**config.mk**
```make
export PLATFORM = sky130hd
export DESIGN_NAME = inv_decoder
export DESIGN_NICKNAME = d
export VERILOG_FILES = /design/src/rtl/inv_decoder.sv
export SDC_FILE = /design/constraint.sdc
export NUM_CORES = 1
export LEC_CHECK = 0
export BUFFER_PORTS_ARGS = -buffer_cell sky130_fd_sc_hd__buf_2
export CORE_UTILIZATION = 50
export DETAILED_ROUTE_END_ITERATION = 16
export PLACE_DENSITY = 0.8
export SLEW_MARGIN = 20
export SYNTH_ARGS = -nofsm -noshare
export SYNTH_HDL_FRONTEND = slang
export SYNTH_SLANG_ARGS = --single-unit
export TNS_END_PERCENT = 10
```
**constraint.sdc**
```tcl
create_clock -name clk -period 2.65 [get_ports clk]
set_input_delay 0.265 -clock clk [delete_from_list [all_inputs] [get_ports clk]]
set_output_delay 0.265 -clock clk [all_outputs]
set_load 0.01 [all_outputs]
```
**src/rtl/inv_decoder.sv**
```systemverilog
`default_nettype none
// ============================================================================
// Module   : inv_decoder
// Purpose  : First-word-fall-through FIFO that stores each word in true form,
//            undoing an optional bus inversion on the way in.
// Revision : 1.0
// ============================================================================
module inv_decoder #(
  parameter int DEPTH = 4
) (
  input  logic                       clk,
  input  logic                       rest,
  input  logic                       ce,
  input  logic                       inv,
  input  logic [15:0]                data_in,
  input  logic                       rd_en,
  output logic                       ready,
  output logic                       valid_out,
  output logic [15:0]                data_out,
  output logic [$clog2(DEPTH):0]     count,
  output logic [7:0]                 inv_cnt,
  output logic                       ovf,
  output logic                       udf
);

  localparam int AW = $clog2(DEPTH);
  localparam int CW = AW + 1;

  logic [15:0]   mem_q [DEPTH];
  logic [15:0]   mem_d [DEPTH];
  logic [AW-1:0] wr_ptr_q, wr_ptr_d;
  logic [AW-1:0] rd_ptr_q, rd_ptr_d;
  logic [CW-1:0] count_q, count_d;
  logic [7:0]    inv_cnt_q, inv_cnt_d;
  logic          ovf_q, ovf_d;
  logic          udf_q, udf_d;

  logic          w_push;
  logic          w_pop;
  logic [15:0]   w_word;

  // Flow control depends only on the registered occupancy, never on inputs.
  assign ready     = (count_q != CW'(DEPTH));
  assign valid_out = (count_q != '0);
  assign data_out  = valid_out ? mem_q[rd_ptr_q] : 16'h0000;
  assign count     = count_q;
  assign inv_cnt   = inv_cnt_q;
  assign ovf       = ovf_q;
  assign udf       = udf_q;

  assign w_push = ce & ready;
  assign w_pop  = rd_en & valid_out;
  assign w_word = inv ? ~data_in : data_in;

  always_comb begin
    mem_d    = mem_q;
    wr_ptr_d = wr_ptr_q;
    rd_ptr_d = rd_ptr_q;
    count_d  = count_q;
    inv_cnt_d = inv_cnt_q;
    ovf_d    = ovf_q | (ce & ~ready);
    udf_d    = udf_q | (rd_en & ~valid_out);

    if (w_push) begin
      mem_d[wr_ptr_q] = w_word;
      wr_ptr_d        = wr_ptr_q + AW'(1);
      if (inv && (inv_cnt_q != 8'hFF)) begin
        inv_cnt_d = inv_cnt_q + 8'd1;
      end
    end

    if (w_pop) begin
      rd_ptr_d = rd_ptr_q + AW'(1);
    end

    case ({w_push, w_pop})
      2'b10:   count_d = count_q + CW'(1);
      2'b01:   count_d = count_q - CW'(1);
      default: count_d = count_q;
    endcase
  end

  always_ff @(posedge clk) begin
    if (!rest) begin
      wr_ptr_q  <= '0;
      rd_ptr_q  <= '0;
      count_q   <= '0;
      inv_cnt_q <= '0;
      ovf_q     <= 1'b0;
      udf_q     <= 1'b0;
    end else begin
      wr_ptr_q  <= wr_ptr_d;
      rd_ptr_q  <= rd_ptr_d;
      count_q   <= count_d;
      inv_cnt_q <= inv_cnt_d;
      ovf_q     <= ovf_d;
      udf_q     <= udf_d;
    end
  end

  // Storage needs no reset: data_out is masked whenever the FIFO is empty.
  always_ff @(posedge clk) begin
    mem_q <= mem_d;
  end

endmodule
`default_nettype wire

```
==> results_dict.tcl, run 1 <==
set metrics [dict create \
    relSlewSlack 0.699 \
    critical_path.max_stage_delay_ns 0.40 \
    fin_nets 307 \
    die_w_um 85.7 \
    fin_ws_ns 0.172 \
    cp_slowest_cell "dfxtp_1" \
    start_util 0.516 \
    worst-setup-path-type "reg2reg" \
    max_freq_ghz 0.404 \
    clkTransAtPathRegs_ns 0.08 \
    numPlacedInstances 364 \
    synth-seq-cells 81 \
    clk_latency_ns 0.35 \
    dieHeight_um 85.7 \
    drtPass1Iterations 4 \
    synthMuxAreaShare 0.111 \
    grt_pass1_vias 1838 \
    ant_nets 0 \
    tns_ns 0 \
    ys_warn_count 0 \
    synthFlopType "edfxtp_1" \
    wl_per_cell_um 15.4 \
    drc 0 \
    gp_congestion 0.725 \
    p_int_mw 2.44 \
    status "complete, no violations" \
    crit_chain "nor3b_4 -> inv_4 -> and2_2 -> inv_1 -> ha_1 -> inv_1 -> fa_1 -> xor2_1 -> or3_1 -> a21oi_1" \
    drive_gt1_frac 0.352 \
    track_usage 0.170 \
    syn_area_mm2 0.00350 \
    async_flop_share 0 \
    yosys.area_share.simple 0.106 \
    wl_um 5840 \
    synth_most_common_cell "edfxtp_1" \
    dieArea_mm2 0.00735 \
    synth_top_family_by_area "multiplexers" \
    fin_worst_skew_ns 0.00850 \
    critPathArrivalTime_ns 2.76 \
    vias 1945 \
    grt_pass1_wl_um 9030 \
    fin_crit_sh 0.935 \
    cts_buffer_depth 2 \
    ctsHoldBuffers 0 \
    synth_compound_area_frac 0.0268 \
    yosysSeqAreaShare 0.645 \
    net-switching-power_mw 1.13 \
    post-route-min-period_ns 2.48 \
    drv_cap 0 \
    num_io_pins 52 \
    critPathMaxFanout 7 \
    cts_root_buf "clkbuf_8" \
    synthAdderAreaFrac 0.0271 \
    synth_top_cells_by_area "edfxtp_1, mux4_2, dfxtp_1" \
    finalSetupViolations 0 \
    worst_pin_slew_ns 0.451 \
    place_ws_ns 0.207 \
    maxSlewViolCount 0 \
    seqPwrFrac 0.455 \
    leakage_nw 1.49 \
    holdCritPathClass "in2reg" \
    vdd_ir_drop_max_uv 504 \
    synth-xor-area-share 0.0575 \
    cts_resized 0 \
    antenna_cells 0 \
    setup.worst_path.start_class "flip-flop" \
    dpl.hpwl_um 3940 \
    postCtsSetupBuffers 0 \
    cts_tree "built" \
    syn_to_final_growth_pct 15.3 \
    portBuffers 51 \
    drt_iter0_drc 61 \
    cts_num_sinks 81 \
    synth_nets 250 \
    rows 30 \
    synth-edff-count 64 \
    grt-ovfl-total 0 \
    crit_top_cell "inv_1" \
    synth_top_area_share 0.548 \
    antenna_found_initial 0 \
    layout.cells.non_filler 380 \
    p_comb_frac 0.314 \
    rsz0062_at_grt "no" \
    finalHoldViolCount 0 \
    yosysTopAreaCell "edfxtp_1" \
    core_mm2 0.00679 \
    ys_types 39 \
    netlist_instances 222 \
    end_kind "flip-flop" \
    avgSynthCellArea_um2 15.8 \
    synthTopCellsByCount "edfxtp_1, and2_1, xor2_1, dfxtp_1, mux4_2" \
    h-tree-depth 3 \
    vias_per_cell 5.12 \
    cts_buffers 9 \
    power_density_mw_per_mm2 883 \
    swShare 0.317 \
    clkPwrFrac 0.231 \
    critPathRequiredTime_ns 2.93 \
    grt_max_degree 19 \
]
[cell families (layout without fill, tap and decap cells)]
logic type                 after synthesis  count (layout)
AOI/OAI and AO/OA                       12              12
xor gates and xnor gates                23              23
adders and majority gates                7               7
buffers and inverters                   18              80
DFF                                     81              81
muxes                                   19              19
and+or+nand+nor                         62              62
[sequential cells by signal, summed over array words and instances (netlist names)]
signal and count:
mem_q 64, count 3, rd_ptr_q 2, udf 1, wr_ptr_q 2, ovf 1, inv_cnt 8
[power by group through the flow]
stage	logic (mW)	registers [mW]	clock network, mW
after floorplan	0.780	1.64	0
after global placement	1.12	1.64	0
after detailed placement	1.14	1.65	0
after CTS	1.14	1.63	0.846
after global routing	1.23	1.64	0.897
final	1.12	1.62	0.824
[critical path, delay by kind of cell (launching register included)]
kind | cells | cell delay (ns)
AOI/OAI and AO/OA | 1 | 0.14
xor gates and xnor gates | 1 | 0.16
adders and majority gates | 2 | 0.55
buffers and inverters | 3 | 0.20
DFF | 1 | 0.40
and+or+nand+nor | 3 | 0.94
[worst paths after layout]
kind                  from       end  slack, ns  cells past startpoint
setup reg to reg  count[2]  count[2]       0.17                     10
hold reg to reg        udf       udf       0.48                      2
hold / removal       rd_en       udf       0.18                      3
setup / recovery  count[2]  count[2]       0.17                     10
[area by class of cell]
type,instances,area [µm²]
timing repair buffer,55,285
inverter,9,36.3
fill,538,2750
multi-input combinational,123,1150
sequential,81,2260
clock inverter,7,61.3
clock buffer,9,124
tap,96,120
[stage by stage]
stage / area [µm²] / hold WS, ns / util / power (mW)
after floorplan: 3500 / 0.406 / - / 2.42
after global placement: 3860 / 0.458 / 0.568 / 2.76
after detailed placement: 3860 / 0.461 / 0.568 / 2.80
after CTS: 4040 / 0.173 / 0.595 / 3.61
after global routing: 4040 / 0.204 / 0.595 / 3.77
final: 4040 / 0.183 / 0.595 / 3.57
[layer usage]
metal / global-route usage / up-vias / routed length [µm]
li1: - / 937 / -
met1: 0.204 / 950 / 2430
met2: 0.291 / 47 / 3040
met3: 0.0298 / 11 / 248
met4: 0.100 / 0 / 122
met5: 0 / - / 0
[cells in the final DEF (no fill, tap or decap), drive strengths merged]
| master | count |
|---|---|
| clkbuf | 9 |
| nor2 | 12 |
| nor3 | 2 |
| nand4 | 1 |
| a21oi | 4 |
| or3 | 1 |
| a2111oi | 2 |
| mux2i | 3 |
| nand4b | 2 |
| fa | 1 |
| mux4 | 16 |
| and2 | 21 |
| xnor2 | 4 |
| nor2b | 1 |
| nand2b | 1 |
| edfxtp | 64 |
| clkinv | 1 |
| clkinvlp | 2 |
| a211oi | 2 |
| inv | 13 |
| buf | 55 |
| nor4bb | 1 |
| xor2 | 19 |
| nand3 | 5 |
| nand2 | 7 |
| a41oi | 1 |
| and3 | 6 |
| ha | 6 |
| o21ai | 3 |
| dfxtp | 17 |
| nor3b | 1 |
| and4 | 1 |
No activity file was read; power rests on OpenSTA's default activity.
==> run 2: changes to the inputs <==
- BUFFER_PORTS_ARGS: -buffer_cell sky130_fd_sc_hd__buf_2 -> not set
- DONT_BUFFER_PORTS: not set -> 1
- PLACE_DENSITY: 0.8 -> 0.74
==> run 2 against run 1 <==
Against the previous run:
- register-to-register slack lost 0.05 ns
- design area fell by 5.5%
- combinational power fell by 14%
- cell count shrank 13%
- critical endpoint unchanged
==> results_dict.tcl, run 2 (synthesis gave the netlist of run 1 again) <==
set metrics [dict create \
    num_io_pins 52 \
    drc 0 \
    clkTransAtPathRegs_ns 0.09 \
    die_w_um 85.7 \
    critical_path.max_stage_delay_ns 0.42 \
    dieArea_mm2 0.00735 \
    leakage_nw 1.28 \
    hold_start "rest" \
    dieHeight_um 85.7 \
    numPlacedInstances 314 \
    r2r-end "count[2]" \
    wl_um 6080 \
    regMostFlops "mem_q" \
    regArea_mm2 0.00226 \
    finalPower_mw 3.57 \
    crit_top_cell "inv_1" \
    layout_commonest_cell "edfxtp_1" \
    core_mm2 0.00679 \
    power_density_mw_per_mm2 934 \
    antenna_cells 0 \
    grt_max_degree 19 \
    fin_nets 257 \
    critical_path.endpoint "count[2]" \
    critPathRequiredTime_ns 2.94 \
    portBuffers 0 \
    critPathMaxFanout 7 \
    place_area_mm2 0.00361 \
    cts_tree "built" \
    drv_cap 0 \
    cts_buffers 9 \
    gp_congestion 0.729 \
    wl_per_cell_um 18.4 \
    fin_worst_skew_ns 0.0117 \
    grt_pass1_wl_um 9140 \
    cts_resized 0 \
    max_freq_ghz 0.396 \
    timing.rr.start "count[0]" \
    tns_ns 0 \
    grt_pass1_vias 1739 \
    multi_input_area_mm2 0.00115 \
    final_cell_mix "edfxtp_1, and2_1, xor2_1" \
    layout.cells.non_filler 330 \
    crit_chain "nor3b_4 -> inv_4 -> and2_2 -> inv_1 -> ha_1 -> inv_1 -> fa_1 -> xor2_1 -> or3_1 -> a21oi_1" \
    grt-ovfl-total 0 \
    fin_area_mm2 0.00382 \
    dpl.hpwl_um 3880 \
    ant_nets 0 \
    end_kind "flip-flop" \
    worst_r2r_path_depth 10 \
    rsz0062_at_grt "no" \
    cts_num_sinks 81 \
    h-tree-depth 3 \
    worst-r2r-setup-slack_ns 0.13 \
    setup.worst_path.start "count[0]" \
    cts_buffer_depth 2 \
    rows 30 \
    ctsHoldBuffers 0 \
    vdd_ir_drop_max_uv 329 \
    track_usage 0.174 \
    start_util 0.516 \
    clk_latency_ns 0.35 \
    fill_cells 526 \
    critPathArrivalTime_ns 2.81 \
    drtPass1Iterations 4 \
    post-route-min-period_ns 2.52 \
    cts_root_buf "clkbuf_8" \
    maxSlewViolCount 0 \
    postCtsSetupBuffers 0 \
    holdCritPathClass "in2reg" \
    worst_pin_slew_ns 0.471 \
    finalHoldViolCount 0 \
    vias_per_cell 5.42 \
    syn_to_final_growth_pct 8.96 \
    drt_iter0_drc 123 \
    worst-setup-path-type "reg2reg" \
    largest_reg_flops 64 \
    fin_crit_sh 0.953 \
    vias 1790 \
    setup.worst_path.start_class "flip-flop" \
    status "complete, no violations" \
    relSlewSlack 0.685 \
    antenna_found_initial 0 \
    finalSetupViolations 0 \
    drive_gt1_frac 0.205 \
    cp_slowest_cell "nor3b_4" \
]
## run 2: cell types whose count changed in the layout (fill, tap and decap cells not counted), sizes merged
cell      previous run  this run
inv                 13        10
buf                 55         5
bufinv               0         2
clkinvlp             2         0
clkinv               1         2
clkbuf               9        11
## run 2: worst min-delay path by stage
stage	end	slack, ns	cells after the start
final	inv_cnt[0]	0.04	2
after global placement	inv_cnt[0]	0.41	2
after floorplan	ovf	0.41	2
after detailed placement	inv_cnt[2]	0.41	2
after CTS	inv_cnt[2]	0.03	2
after global routing	inv_cnt[2]	0.04	2
## run 2: per-stage QoR
step | util | setup slack (ns) | hold slack (ns)
floorplan | - | 0.335 | 0.406
global placement | 0.531 | 0.232 | 0.408
detailed placement | 0.531 | 0.165 | 0.412
CTS | 0.562 | 0.139 | 0.0309
global route | 0.562 | 0.00616 | 0.0418
finish | 0.562 | 0.126 | 0.0402
## run 2: worst max-delay path, delay by kind of cell, from the launching register on
family	cells	cell delay [ns]
fa+ha+maj	2	0.55
compound gates	1	0.14
buf+inv	3	0.23
xor+xnor	1	0.16
flops	1	0.41
simple gates	3	0.97
## run 2: final cells by class
class,count,area share
inverter,9,0.00950
timing repair buffer,5,0.00983
sequential,81,0.592
tap,96,0.0315
clock inverter,5,0.0206
clock buffer,11,0.0344
multi-input combinational,123,0.302
## run 2: routing by layer
layer / track usage / up-vias / part of all wire
li1: - / 840 / -
met1: 0.243 / 896 / 0.47
met2: 0.252 / 43 / 0.47
met3: 0.0443 / 11 / 0.043
met4: 0.0970 / 0 / 0.020
met5: 0 / - / 0
## run 2: where the power goes
part / leakage (nW) / internal, mW / switching [mW] / total [mW]
registers: 0.726 / 1.55 / 0.0880 / 1.64
logic: 0.447 / 0.416 / 0.543 / 0.959
clock network: 0.108 / 0.532 / 0.442 / 0.974
total: 1.28 / 2.49 / 1.07 / 3.57
==> run 3: changes to the inputs <==
- CORE_ASPECT_RATIO: not set -> 0.75
- RECOVER_POWER: not set -> 25
- SETUP_SLACK_MARGIN: not set -> 0.15
==> run 3 against run 2 <==
Against the previous run:
- global-route usage fell by 0.31 points
- fmax is 7.5% higher
- clock-buffer cell count decreased by 1
- via count down 1.7%
- power fell by 5.4%
- sequential share of layout area is 0.44 points higher
- combinational power rose by 1%
- clock power fell by 23%
- worst hold slack improved by 0.012 ns
- routed wire length fell by 2.8%
- critical path type unchanged
- largest cell class unchanged
==> results_dict.tcl, run 3 (synthesis gave the netlist of run 1 again) <==
set metrics [dict create \
    grt_pass1_wl_um 9050 \
    setup.worst_path.start_class "flip-flop" \
    wl_um 5910 \
    drive_gt1_frac 0.219 \
    die_w_um 98.7 \
    leakage_nw 1.28 \
    vias 1760 \
    track_usage 0.171 \
    timing.rr.start "count[1]" \
    use_met1 0.229 \
    critPathMaxFanout 7 \
    clk_latency_ns 0.34 \
    grt-ovfl-total 0 \
    r2r-end "count[2]" \
    maxSlewViolCount 0 \
    h-tree-depth 3 \
    wl_per_cell_um 18.4 \
    antenna_cells 0 \
    dieArea_mm2 0.00735 \
    drt_iter0_drc 70 \
    grt_max_degree 19 \
    cts_num_sinks 81 \
    drtPass1Iterations 4 \
    max_freq_ghz 0.426 \
    setup.worst_path.start "count[1]" \
    cts_tree "built" \
    clkTransAtPathRegs_ns 0.08 \
    grt.busiest_layer "met2" \
    antenna_found_initial 0 \
    vdd_ir_drop_max_uv 325 \
    portBuffers 0 \
    dpl.hpwl_um 3740 \
    end_kind "flip-flop" \
    hold_slack_ns 0.0519 \
    critPathArrivalTime_ns 2.62 \
    finalHoldViolCount 0 \
    cts_buffers 9 \
    critical_path.endpoint "count[2]" \
    rows 26 \
    dieHeight_um 74.5 \
    drv_cap 0 \
    grt_use_met2 0.265 \
    fin_worst_skew_ns 0.00954 \
    start_util 0.515 \
    critPathRequiredTime_ns 2.92 \
    place_ws_ns 0.204 \
    rsz0062_at_grt "no" \
    relSlewSlack 0.669 \
    syn_to_final_growth_pct 8.21 \
    gp_congestion 0.717 \
    largest_reg_flops 64 \
    status "complete, no violations" \
    cts_root_buf "clkbuf_8" \
    regMostFlops "mem_q" \
    fin_crit_sh 0.886 \
    numPlacedInstances 302 \
    ant_nets 0 \
    grtUsageMet3 0.0639 \
    holdPathStages 2 \
    worst_pin_slew_ns 0.495 \
    tns_ns 0 \
    finalSetupViolations 0 \
    grt_pass1_vias 1710 \
    fin_ws_ns 0.302 \
    vias_per_cell 5.48 \
    layout.cells.non_filler 321 \
    finalPower_mw 3.38 \
    worst_r2r_path_depth 10 \
    fill_cells 534 \
    cts_buffer_depth 2 \
    worst-setup-path-type "reg2reg" \
    num_io_pins 52 \
    worst-r2r-setup-slack_ns 0.30 \
    drc 0 \
    holdCritPathClass "in2reg" \
    fin_nets 260 \
    core_mm2 0.00680 \
    post-route-min-period_ns 2.35 \
    layout_commonest_cell "edfxtp_1" \
    final_cell_mix "edfxtp_1, and2_1, xor2_1" \
    power_density_mw_per_mm2 890 \
    ctsHoldBuffers 0 \
]
[run 3: changes by cell type in the layout (fill, tap and decap cells not counted)]
| cell | delta |
|---|---|
| inv_6 | -1 |
| clkinvlp_4 | +1 |
| clkinv_4 | +1 |
| dfxtp_2 | +1 |
| dfxtp_1 | -1 |
| clkinv_1 | +1 |
| clkinv_2 | +1 |
| bufinv_16 | -2 |
| buf_4 | +2 |
| clkbuf_1 | -1 |
| buf_12 | +1 |
[run 3: timing repair]
item                                    CTS  global route
endpoints found under the setup margin    0             1
resized for setup                         0             1
buffers inserted                          0             3
endpoints found under the hold margin     0             0
[run 3: how the worst min path moves through the flow]
stage / endpoint / slack, ns / startpoint
2_1_floorplan: ovf / 0.41 / ce
3_3_place_gp: inv_cnt[0] / 0.41 / rest
3_5_place_dp: inv_cnt[0] / 0.41 / rest
4_1_cts: inv_cnt[0] / 0.03 / rest
5_1_grt: inv_cnt[1] / 0.06 / rest
6_report: inv_cnt[0] / 0.05 / rest
[run 3: per-layer routing]
metal	routed length (µm)	vias up
met5	0	-
met4	80	0
met3	310	9
met2	2770	41
met1	2750	868
li1	-	842
[run 3: worst max-delay path: stages, from the launching register on]
cell and delay (ns):
dfxtp_2 0.37, nor3b_4 0.32, inv_4 0.10, and2_2 0.23, inv_1 0.06, ha_1 0.17, inv_1 0.06, fa_1 0.37
xor2_1 0.15, or3_1 0.30, a21oi_1 0.14
[run 3: power breakdown]
| part | switching (mW) | leakage (nW) | internal [mW] | total, mW |
|---|---|---|---|---|
| clock | 0.419 | 0.0835 | 0.334 | 0.753 |
| combinational | 0.529 | 0.467 | 0.444 | 0.973 |
| sequential | 0.102 | 0.726 | 1.55 | 1.65 |
| total | 1.05 | 1.28 | 2.33 | 3.38 |
[run 3: area by class of cell]
| class | instances | area [µm²] | share of cell area |
|---|---|---|---|
| clock buffer | 10 | 128 | 0.0337 |
| clock inverter | 6 | 35.0 | 0.00924 |
| inverter | 9 | 36.3 | 0.00957 |
| multi-input combinational | 123 | 1150 | 0.304 |
| sequential | 81 | 2260 | 0.597 |
| tap | 84 | 105 | 0.0277 |
| timing repair buffer | 8 | 72.6 | 0.0191 |
[run 3: through the flow]
stage	utilization	instance area, µm²
final	0.558	3790
after global routing	0.558	3790
after CTS	0.554	3770
after detailed placement	0.530	3610
after global placement	0.530	3610
after floorplan	-	3500
